**src/rtl/fetch_redirect_unit_pkg.sv**
```systemverilog
// Shared pipeline constants for the fetch/redirect stage: FSM encoding, reset
// vector, NOP word and the branch-offset helper.
package fetch_redirect_unit_pkg;

    localparam logic        STATE_RUN       = 1'b0;
    localparam logic        STATE_BUBBLE    = 1'b1;
    localparam logic [31:0] RESET_VECTOR    = 32'h0000_0000;
    localparam logic [31:0] NOP_WORD        = 32'h0000_0000;
    localparam logic [15:0] FLUSH_COUNT_MAX = 16'hFFFF;

    // Sign-extended word offset of a 16-bit branch immediate.
    function automatic logic [31:0] branch_offset(input logic [15:0] imm);
        return {{14{imm[15]}}, imm, 2'b00};
    endfunction

endpackage

```
**src/rtl/fetch_redirect_unit_target_mux.sv**
```systemverilog
// Redirect target selection for the fetch stage, priority jr > bne > jump.
module redirect_target_mux
    import fetch_redirect_unit_pkg::*;
(
    input  logic        sel_jr,
    input  logic        sel_bne,
    input  logic [31:0] rs_value,
    input  logic [31:0] pc4,
    input  logic [25:0] instr_index,
    output logic [31:0] target
);

    always_comb begin
        if (sel_jr) begin
            target = rs_value;
        end else if (sel_bne) begin
            target = pc4 + branch_offset(instr_index[15:0]);
        end else begin
            target = {pc4[31:28], instr_index, 2'b00};
        end
    end

endmodule

```
**src/rtl/fetch_redirect_unit.sv**
```systemverilog
// PC register, IF/ID pipeline register and redirect/flush control with a
// one-cycle bubble after every taken redirect.
module fetch_redirect_unit
    import fetch_redirect_unit_pkg::*;
(
    input  logic        clk,
    input  logic        reset,
    input  logic        stall,
    input  logic [31:0] if_instr,
    input  logic        id_jump,
    input  logic        id_bne,
    input  logic        id_jr,
    input  logic        id_equal,
    input  logic [31:0] id_rs_value,
    output logic [31:0] pc,
    output logic [31:0] ifid_instr,
    output logic [31:0] ifid_pc4,
    output logic        ifid_valid,
    output logic        jump,
    output logic        bne,
    output logic        jr,
    output logic [15:0] flush_count
);

    logic [31:0] pc_q, pc_d;
    logic [31:0] ifid_instr_q, ifid_instr_d;
    logic [31:0] ifid_pc4_q, ifid_pc4_d;
    logic        ifid_valid_q, ifid_valid_d;
    logic        state_q, state_d;
    logic [15:0] flush_count_q, flush_count_d;

    logic        redirect;
    logic [31:0] pc_plus4;
    logic [31:0] target;

    // A flushed IF/ID is invalid, so redirects cannot issue from BUBBLE.
    assign jump     = id_jump & ifid_valid_q;
    assign bne      = id_bne & ~id_equal & ifid_valid_q;
    assign jr       = id_jr & ifid_valid_q;
    assign redirect = jump | bne | jr;
    assign pc_plus4 = pc_q + 32'd4;

    redirect_target_mux u_target_mux (
        .sel_jr      (jr),
        .sel_bne     (bne),
        .rs_value    (id_rs_value),
        .pc4         (ifid_pc4_q),
        .instr_index (ifid_instr_q[25:0]),
        .target      (target)
    );

    always_comb begin
        pc_d         = pc_q;
        ifid_instr_d = ifid_instr_q;
        ifid_pc4_d   = ifid_pc4_q;
        ifid_valid_d = ifid_valid_q;
        if (redirect) begin
            pc_d         = target;
            ifid_instr_d = NOP_WORD;
            ifid_pc4_d   = pc_plus4;
            ifid_valid_d = 1'b0;
        end else if (!stall) begin
            pc_d         = pc_plus4;
            ifid_instr_d = if_instr;
            ifid_pc4_d   = pc_plus4;
            ifid_valid_d = 1'b1;
        end
    end

    always_comb begin
        state_d = STATE_RUN;
        case (state_q)
            STATE_RUN:    state_d = redirect ? STATE_BUBBLE : STATE_RUN;
            STATE_BUBBLE: state_d = STATE_RUN;
            default:      state_d = STATE_RUN;
        endcase
    end

    always_comb begin
        flush_count_d = flush_count_q;
        if (redirect && (flush_count_q != FLUSH_COUNT_MAX)) begin
            flush_count_d = flush_count_q + 16'd1;
        end
    end

    always_ff @(posedge clk or posedge reset) begin
        if (reset) begin
            pc_q          <= RESET_VECTOR;
            ifid_instr_q  <= NOP_WORD;
            ifid_pc4_q    <= '0;
            ifid_valid_q  <= 1'b0;
            state_q       <= STATE_RUN;
            flush_count_q <= '0;
        end else begin
            pc_q          <= pc_d;
            ifid_instr_q  <= ifid_instr_d;
            ifid_pc4_q    <= ifid_pc4_d;
            ifid_valid_q  <= ifid_valid_d;
            state_q       <= state_d;
            flush_count_q <= flush_count_d;
        end
    end

    assign pc          = pc_q;
    assign ifid_instr  = ifid_instr_q;
    assign ifid_pc4    = ifid_pc4_q;
    assign ifid_valid  = ifid_valid_q;
    assign flush_count = flush_count_q;

endmodule
```
**config.mk**
```make
export PLATFORM = sky130hd
export DESIGN_NAME = fetch_redirect_unit
export DESIGN_NICKNAME = d
export VERILOG_FILES = /design/src/rtl/fetch_redirect_unit_pkg.sv /design/src/rtl/fetch_redirect_unit_target_mux.sv /design/src/rtl/fetch_redirect_unit.sv
export SDC_FILE = /design/constraint.sdc
export NUM_CORES = 1
export LEC_CHECK = 0
export CORE_MARGIN = 3
export CORE_UTILIZATION = 46
export DETAILED_ROUTE_END_ITERATION = 7
export GPL_ROUTABILITY_DRIVEN = 1
export PLACE_DENSITY = 0.84
export SLEW_MARGIN = 30
export SYNTH_ARGS = -nofsm -noshare
export SYNTH_HDL_FRONTEND = slang
export SYNTH_HIERARCHICAL = 1
export SYNTH_SLANG_ARGS = --single-unit
```
**constraint.sdc**
```tcl
create_clock -name clk -period 4.41 [get_ports clk]
set_input_delay 1.323 -clock clk [delete_from_list [all_inputs] [get_ports clk]]
set_output_delay 1.323 -clock clk [all_outputs]
set_load 0.02 [all_outputs]
```
==> results of run 1 <==
## stage by stage
step | worst slack [ns] | cell area, um2
2_1_floorplan | 0.0996 | 7840
3_3_place_gp | 0.365 | 9820
3_5_place_dp | 0.363 | 9820
4_1_cts | 0.356 | 10400
5_1_grt | 0.281 | 10400
6_report | 0.358 | 10400
## power groups by stage
stage / Clock [mW] / Sequential (mW) / Combinational [mW]
2_1_floorplan: 0 / 2.18 / 1.94
3_3_place_gp: 0 / 1.97 / 3.40
3_5_place_dp: 0 / 1.98 / 3.46
4_1_cts: 1.44 / 1.97 / 3.49
5_1_grt: 1.49 / 2.03 / 3.80
6_report: 1.43 / 1.98 / 3.51
## per-layer routing
layer  track usage (%)  vias to the layer above
met1              33.3                     3545
met2              42.8                      338
met4              9.69                        0
met3              7.72                       50
li1                  -                     3483
met5                 0                        -
## synthesized netlist by cell type (4+ instances only)
cell	count
nand2_1	101
mux2_2	9
inv_1	14
a31oi_1	6
nor2_1	105
and3_1	9
and4_1	5
a22oi_1	5
nor2b_1	14
dfrtp_1	113
o21ai_0	58
nand2b_1	10
xor2_1	37
ha_1	31
clkbuf_1	33
xnor2_1	52
a21oi_1	63
o21bai_1	4
nor3_1	16
buf_2	11
buf_4	4
mux2i_1	47
buf_1	5
o21ai_1	8
a22o_1	4
nor4_1	9
a211oi_1	7
nand3_1	21
or3_1	7
a21o_1	13
nand4_1	20
## worst paths after layout
check | from | slack (ns) | to | cells past startpoint
hold / removal | pc[1] | 0.51 | pc[1] | 2
setup / recovery | id_bne | 0.36 | bne | 4
hold reg to reg | pc[1] | 0.51 | pc[1] | 2
max in group asynchronous | reset | 2.33 | pc[22] | 3
setup reg to reg | ifid_instr[0] | 1.05 | pc[24] | 12
min in group asynchronous | reset | 1.36 | ifid_instr[1] | 2
## area by class of cell
class                           instances  area share [%]
Clock inverter                         13            1.55
Multi-Input combinational cell        715            45.1
Tap cell                              220            2.64
Clock buffer                           19            4.25
Timing Repair Buffer                  196            18.8
Sequential cell                       113            27.1
Inverter                               14           0.528
## worst max-delay path: cells and delay by family
family                 cells  cell delay, ns
and+or+nand+nor            2            0.30
buffers and inverters      2            1.10
## registers in the layout, indices dropped and copies added, names as in the netlist
register,count
ifid_pc4,32
ifid_valid,1
flush_count,16
ifid_instr,32
pc,32
## kinds of logic after synthesis
logic type | synth area share, %
compound gates | 16.1
xor+xnor | 9.94
mux | 7.29
flops | 36.1
simple gates | 21.2
fa+ha+maj | 5.20
buf+inv | 4.21
==> impl_metrics.tcl, run 1 <==
set metrics [dict create \
    clk_pin_slew_ns 0.05 \
    clkSinkCount 113 \
    finalHoldViolations 0 \
    maxCapViolCount 0 \
    fp.dieH_um 137 \
    slowest_delay_ns 0.62 \
    wl_per_cell_um 18.9 \
    drc 0 \
    grt_start_max_net_pins 61 \
    start_util_pct 47.1 \
    postLayoutCoreUtil_pct 62.6 \
    skew_ns 0.00997 \
    fp.dieArea_um2 18600 \
    dieWidth_um 137 \
    period_share_pct 91.9 \
    rsz0062_at_grt "no" \
    swShare_pct 43.8 \
    mostFrequentLayoutCell "clkdlybuf4s50_1" \
    synth_top_cell_area_share_pct 36.1 \
    avgSynthCellArea_um2 8.72 \
    leakage_nw 4.31 \
    cts_hold_buf 0 \
    drtAntennaViolNets 0 \
    finalPower_mw 6.91 \
    tritoncts "built" \
    dr_wl_met3_um 2500 \
    stdcell_count 1290 \
    met2_length_um 11500 \
    hold-worst-slack_ns 0.507 \
    p_int_mw 3.88 \
    fillers 1377 \
    switching_power_mw 3.03 \
    synth-seq-area-share_pct 36.1 \
    max_slew_margin_pct 42.3 \
    crit_slowest_cell "clkdlybuf4s50_1" \
    synth_edf_count 0 \
    multi_input_area_um2 4700 \
    final_net_count 1160 \
    layout-drive-gt1-share_pct 7.57 \
    via_per_inst 5.75 \
    drt_first_pass_iters 5 \
    cp-end-kind "output port" \
    dp.cells 1258 \
    required_ns 3.09 \
    antennaDiodeCount 0 \
    yosysWarnings 6 \
    cp_common_cell "clkdlybuf4s50_1" \
    gp_congestion 0.943 \
    regArea_um2 2830 \
    cts-htree-levels 4 \
    worstMarginPinSlew_ns 0.858 \
    grt_usage_pct 26.3 \
    final.min_clock_period_ns 4.05 \
    power.sequential.fraction_pct 28.6 \
    syn_to_final_growth_pct 33.0 \
    synth_nets 1002 \
    status "finished clean" \
    overflow 0 \
    start_kind "input port" \
    irDropWorstVdd_mv 0.413 \
    critPathMaxFanout 4 \
    first_iter_violations 508 \
    antenna_found_initial 0 \
    synthFlopType "dfrtp_1" \
    ys_seq_elements 113 \
    pwr-share-clk_pct 20.7 \
    clock_path_buffers 2 \
    cts_made_buffers 17 \
    tns_ns 0 \
    port_buffers 186 \
    slew_viol_final 0 \
    pwr-share-comb_pct 50.8 \
    cp_data_arrival_time_ns 2.73 \
    io_pins 187 \
    path_cells "clkdlybuf4s50_1, nand2b_1, nor2_4, clkdlybuf4s50_1" \
    post_cts_resized 0 \
    hpwl_um 17600 \
    syn_inst 899 \
    synthArstFlopShare_pct 100 \
    syn-cell-area_um2 7840 \
    crit_type "in2out" \
    synth_cell_types 73 \
    floorplan.rows 47 \
    synth_top_cells_by_area "dfrtp_1 36%, mux2i_1 6.0%, xnor2_1 5.8%, nor2_1 5.0%, ha_1 4.9%" \
    highest_layer "met4" \
    grt_pass1_vias 7301 \
    grt_pass1_wl_um 38400 \
    post-cts-setup-buffer-count 0 \
    core_um2 16600 \
    finalSetupViolCount 0 \
    clkLatencyLatePin_ns 0.43 \
    power_density_nw_per_um2 663 \
    final_cell_mix "185 x clkdlybuf4s50_1, 113 x dfrtp_1, 104 x nor2_1" \
    fmax_ghz 0.247 \
    finalWirelength_um 24400 \
    vias 7416 \
    root_buffer "clkbuf_16" \
    yosysTopAreaCell "dfrtp_1" \
    wl_met1_um 9740 \
    hold_path_class "reg2reg" \
]
(Power assumes the default switching activity.)
==> run 2: changes to the inputs <==
CORE_MARGIN = default   (was 3)
==> run 2 against run 1 <==
  * Critical path depth did not move
  * First-iteration DRC count rose by 3.5%
  * Final cell count shrank 0.16%
  * Global-route usage grew 1.6 points
  * Core utilization rose by 0.11 points
  * Non-clock buffer count decreased by 2
  * Sequential cell count is the same
  * Hold slack got worse by 0.0056 ns
  * Sequential share of layout area is essentially flat
  * Register-to-register slack gained 0.05 ns
  * Total power is 0.45% lower
  * Clock-buffer cell count is 1 lower
==> impl_metrics.tcl, run 2 (same netlist as run 1, synthesis figures left out) <==
set metrics [dict create \
    clock_path_buffers 2 \
    final.min_clock_period_ns 4.02 \
    rsz0062_at_grt "no" \
    highest_layer "met4" \
    skew_ns 0.0126 \
    cts_hold_buf 0 \
    layout-drive-gt1-share_pct 7.58 \
    irDropWorstVdd_mv 0.460 \
    antennaDiodeCount 0 \
    clk_pin_slew_ns 0.06 \
    stdcell_count 1288 \
    drtAntennaViolNets 0 \
    timing.rr.end "pc[24]" \
    slowest_delay_ns 0.61 \
    gp_congestion 0.905 \
    vias 7480 \
    hold_path_class "reg2reg" \
    slew_viol_final 0 \
    r2r_cells 12 \
    grt_pass1_wl_um 38000 \
    worstMarginPinSlew_ns 0.828 \
    root_buffer "clkbuf_16" \
    floorplan.rows 47 \
    crit_slowest_cell "clkdlybuf4s50_1" \
    first_iter_violations 526 \
    hpwl_um 17000 \
    overflow 0 \
    finalWirelength_um 23800 \
    drc 0 \
    post_cts_resized 0 \
    final_net_count 1158 \
    cts_made_buffers 17 \
    finalHoldViolations 0 \
    fp.dieH_um 133 \
    tns_ns 0 \
    post-cts-setup-buffer-count 0 \
    worstHoldEndpoint "flush_count[10]" \
    fp.dieArea_um2 17600 \
    start_kind "input port" \
    path_cells "clkdlybuf4s50_1, nand2b_1, nor2_4, clkdlybuf4s50_1" \
    clkSinkCount 113 \
    cp_common_cell "clkdlybuf4s50_1" \
    mostFrequentLayoutCell "clkdlybuf4s50_1" \
    dr_wl_met3_um 2030 \
    grt_start_max_net_pins 66 \
    clkLatencyLatePin_ns 0.44 \
    dp.cells 1256 \
    crit_type "in2out" \
    wl_per_cell_um 18.5 \
    maxCapViolCount 0 \
    port_buffers 186 \
    critPathMaxFanout 4 \
    cp_data_arrival_time_ns 2.70 \
    cp-end-kind "output port" \
    final_cell_mix "185 x clkdlybuf4s50_1, 113 x dfrtp_1, 104 x nor2_1" \
    required_ns 3.09 \
    power_density_nw_per_um2 661 \
    met2_length_um 11300 \
    fmax_ghz 0.249 \
    leakage_nw 4.31 \
    core_um2 16600 \
    period_share_pct 91.2 \
    fillers 1370 \
    finalSetupViolCount 0 \
    syn_to_final_growth_pct 32.7 \
    min_from "flush_count[10]" \
    rrSetupSlack_ns 1.10 \
    grt_pass1_vias 7240 \
    hold_path_depth 1 \
    tritoncts "built" \
    max_slew_margin_pct 44.5 \
    dieWidth_um 133 \
    via_per_inst 5.81 \
    setup_ws_ns 0.390 \
    io_pins 187 \
    antenna_found_initial 0 \
    drt_first_pass_iters 5 \
    finalPower_mw 6.88 \
    grt_usage_pct 27.9 \
    wl_met1_um 9670 \
    cts-htree-levels 4 \
    r2r_start "ifid_pc4[2]" \
    pre_cts_ws_ns 0.390 \
    start_util_pct 47.3 \
    status "finished clean" \
]
## run 2: cell count changes in the layout (fill, tap and decap cells not counted)
cell	before	now
inv_6	1	4
clkinv_4	0	3
clkinv_2	2	1
clkbuf_1	1	0
clkinvlp_4	7	4
nor3_1	16	15
buf_4	8	6
nor3_2	1	2
bufinv_16	3	2
## run 2: per-layer routing
layer,track usage (%),up-vias
li1,-,3489
met1,34.1,3580
met2,46.0,354
met3,7.36,57
met4,12.9,0
met5,0,-
## run 2: critical path, delay by kind of cell
family | cells | cell delay, ns
simple gates | 2 | 0.38
buf+inv | 2 | 1.00
## run 2: stage by stage
step,util [%],cell area (um2),hold slack [ns]
finish,62.7,10400,0.501
floorplan,-,7840,0.463
global placement,59.1,9800,0.489
global route,62.7,10400,0.521
CTS,62.7,10400,0.508
detailed placement,59.1,9810,0.493
## run 2: cell type report
type / count / area, um2 / share of cell area, %
sequential: 113 / 2830 / 27.2
clock inverter: 14 / 156 / 1.50
clock buffer: 18 / 439 / 4.22
tap: 220 / 275 / 2.65
multi-input combinational: 715 / 4710 / 45.3
timing repair buffer: 194 / 1940 / 18.7
inverter: 14 / 55.1 / 0.529
## run 2: worst max path at each step
stage              from        endpoint  slack (ns)
2_1_floorplan     reset  flush_count[0]         0.1
3_3_place_gp   id_equal             bne        0.40
3_5_place_dp   id_equal             bne        0.39
4_1_cts        id_equal             bne        0.38
5_1_grt        id_equal             bne        0.33
6_report       id_equal             bne        0.39
## run 2: power by group
group          switching [mW]  leakage, nW  internal (mW)
sequential              0.574         1.43           1.40
clock                   0.552        0.280          0.852
combinational            1.92         2.60           1.58
total                    3.05         4.31           3.83
==> run 3: changes to the inputs <==
CAP_MARGIN = 20   (was default)
==> results of run 3 <==
The final DEF is identical to that of run 2; final timing and power are the same.
==> RTL change: new RTL, settings of run 3 <==
Make the reset (`reset`) synchronous in one clocked block.
--- a/src/rtl/fetch_redirect_unit.sv
+++ b/src/rtl/fetch_redirect_unit.sv
@@ -83,7 +83,7 @@
         end
     end
 
-    always_ff @(posedge clk or posedge reset) begin
+    always_ff @(posedge clk) begin
         if (reset) begin
             pc_q          <= RESET_VECTOR;
             ifid_instr_q  <= NOP_WORD;
Formal check against the unedited RTL: differs if reset is asserted again (counterexample within 4 cycles, from zero or initial values and one cycle with reset high); with reset held inactive, the same outputs for 4 cycles.
==> RTL change against run 3 <==
Design area down 1.8%; setup slack worse by 12 ps; wire length fell by 4.2%; area after synthesis fell by 1.7%; critical path depth is the same; sequential cell count is the same; cell count grew 1.7%; sequential share of layout area is 5.0 points lower; global-route usage down 1.6 points.
Power is not compared: it rests on default switching activity, and its combinational part moved more than twofold at a synthesized area within 25%.
==> RTL change: results <==
[global_route]
grt_use_total = 0.263
grt_pass1_wl_um = 36600
grtUsageMet2 = 0.432
grt_max_degree = 83
use_met3 = 0.0575
grt_pass1_vias = 7040

[yosys]
avgSynthCellArea_um2 = 8.30
synth_area_leaders = "dfxtp_1 (29%), xnor2_1 (6.9%), nor2_1 (6.5%)"
synth_common_cells = "nor2_1 (134), dfxtp_1 (113), nand2_1 (72), xnor2_1 (61), a211oi_1 (59)"
ys_seq_area_frac = 0.294
synthXorXnorAreaFrac = 0.0921
synth_fa_ha_area_frac = 0.0530

[final_layout]
final_net_count = 1184
fillers = 1396
nonClkBufAreaFrac = 0.191
num-multi-input-gates = 742
final_cell_count_no_fill = 1310
clock_buffers = 21
multi_input_area_share = 0.500
clock_area_frac = 0.0578

[critical_path]
r2r-start = "ifid_instr[15]"
r2r_end = "pc[21]"
cp-startpoint = "id_bne"
worstPathArrival_ps = 2710
crit_path_max_fanout = 2

[worst_hold_path]
min_path_cells = 2
min_from = "ifid_pc4[0]"
hold_end = "ifid_pc4[0]"

[outcome]
status = "completed"

[route]
drt_first_iter_violations = 740
routedWlPerCell_um = 17.4

[sta]
worst_slew_pin_slew_ps = 956
fin_worst_skew_ps = 6.56

[place]
place_hpwl_um = 16200
place_ws_ps = 373

[clock_network]
clock_latency_ps = 420
-- RTL change: cell count changes after synthesis, moves of 23 or more --
cell      before  now
nor2_1       105  134
nand2_1      101   72
dfxtp_1        0  113
a211oi_1       7   59
o21ai_0       58   35
dfrtp_1      113    0
-- RTL change: critical path, stage by stage --
cell,delay (ps)
clkdlybuf4s50_1,440
nor2b_1,160
and2_2,170
clkdlybuf4s50_1,610
-- RTL change: metrics by stage --
stage / utilization / instance area (µm²) / hold slack (ps) / power, mW
4_1_cts: 0.634 / 10200 / 478 / 3.30
5_1_grt: 0.634 / 10200 / 510 / 3.41
6_report: 0.634 / 10200 / 474 / 3.29
2_1_floorplan: - / 7700 / 450 / 1.62
3_5_place_dp: 0.597 / 9620 / 470 / 1.92
3_3_place_gp: 0.597 / 9620 / 456 / 1.91
-- RTL change: layer usage --
metal | vias to the layer above | share of wire
li1 | 3662 | -
met1 | 3506 | 0.44
met2 | 310 | 0.47
met3 | 39 | 0.072
met4 | 0 | 0.018
met5 | - | 0
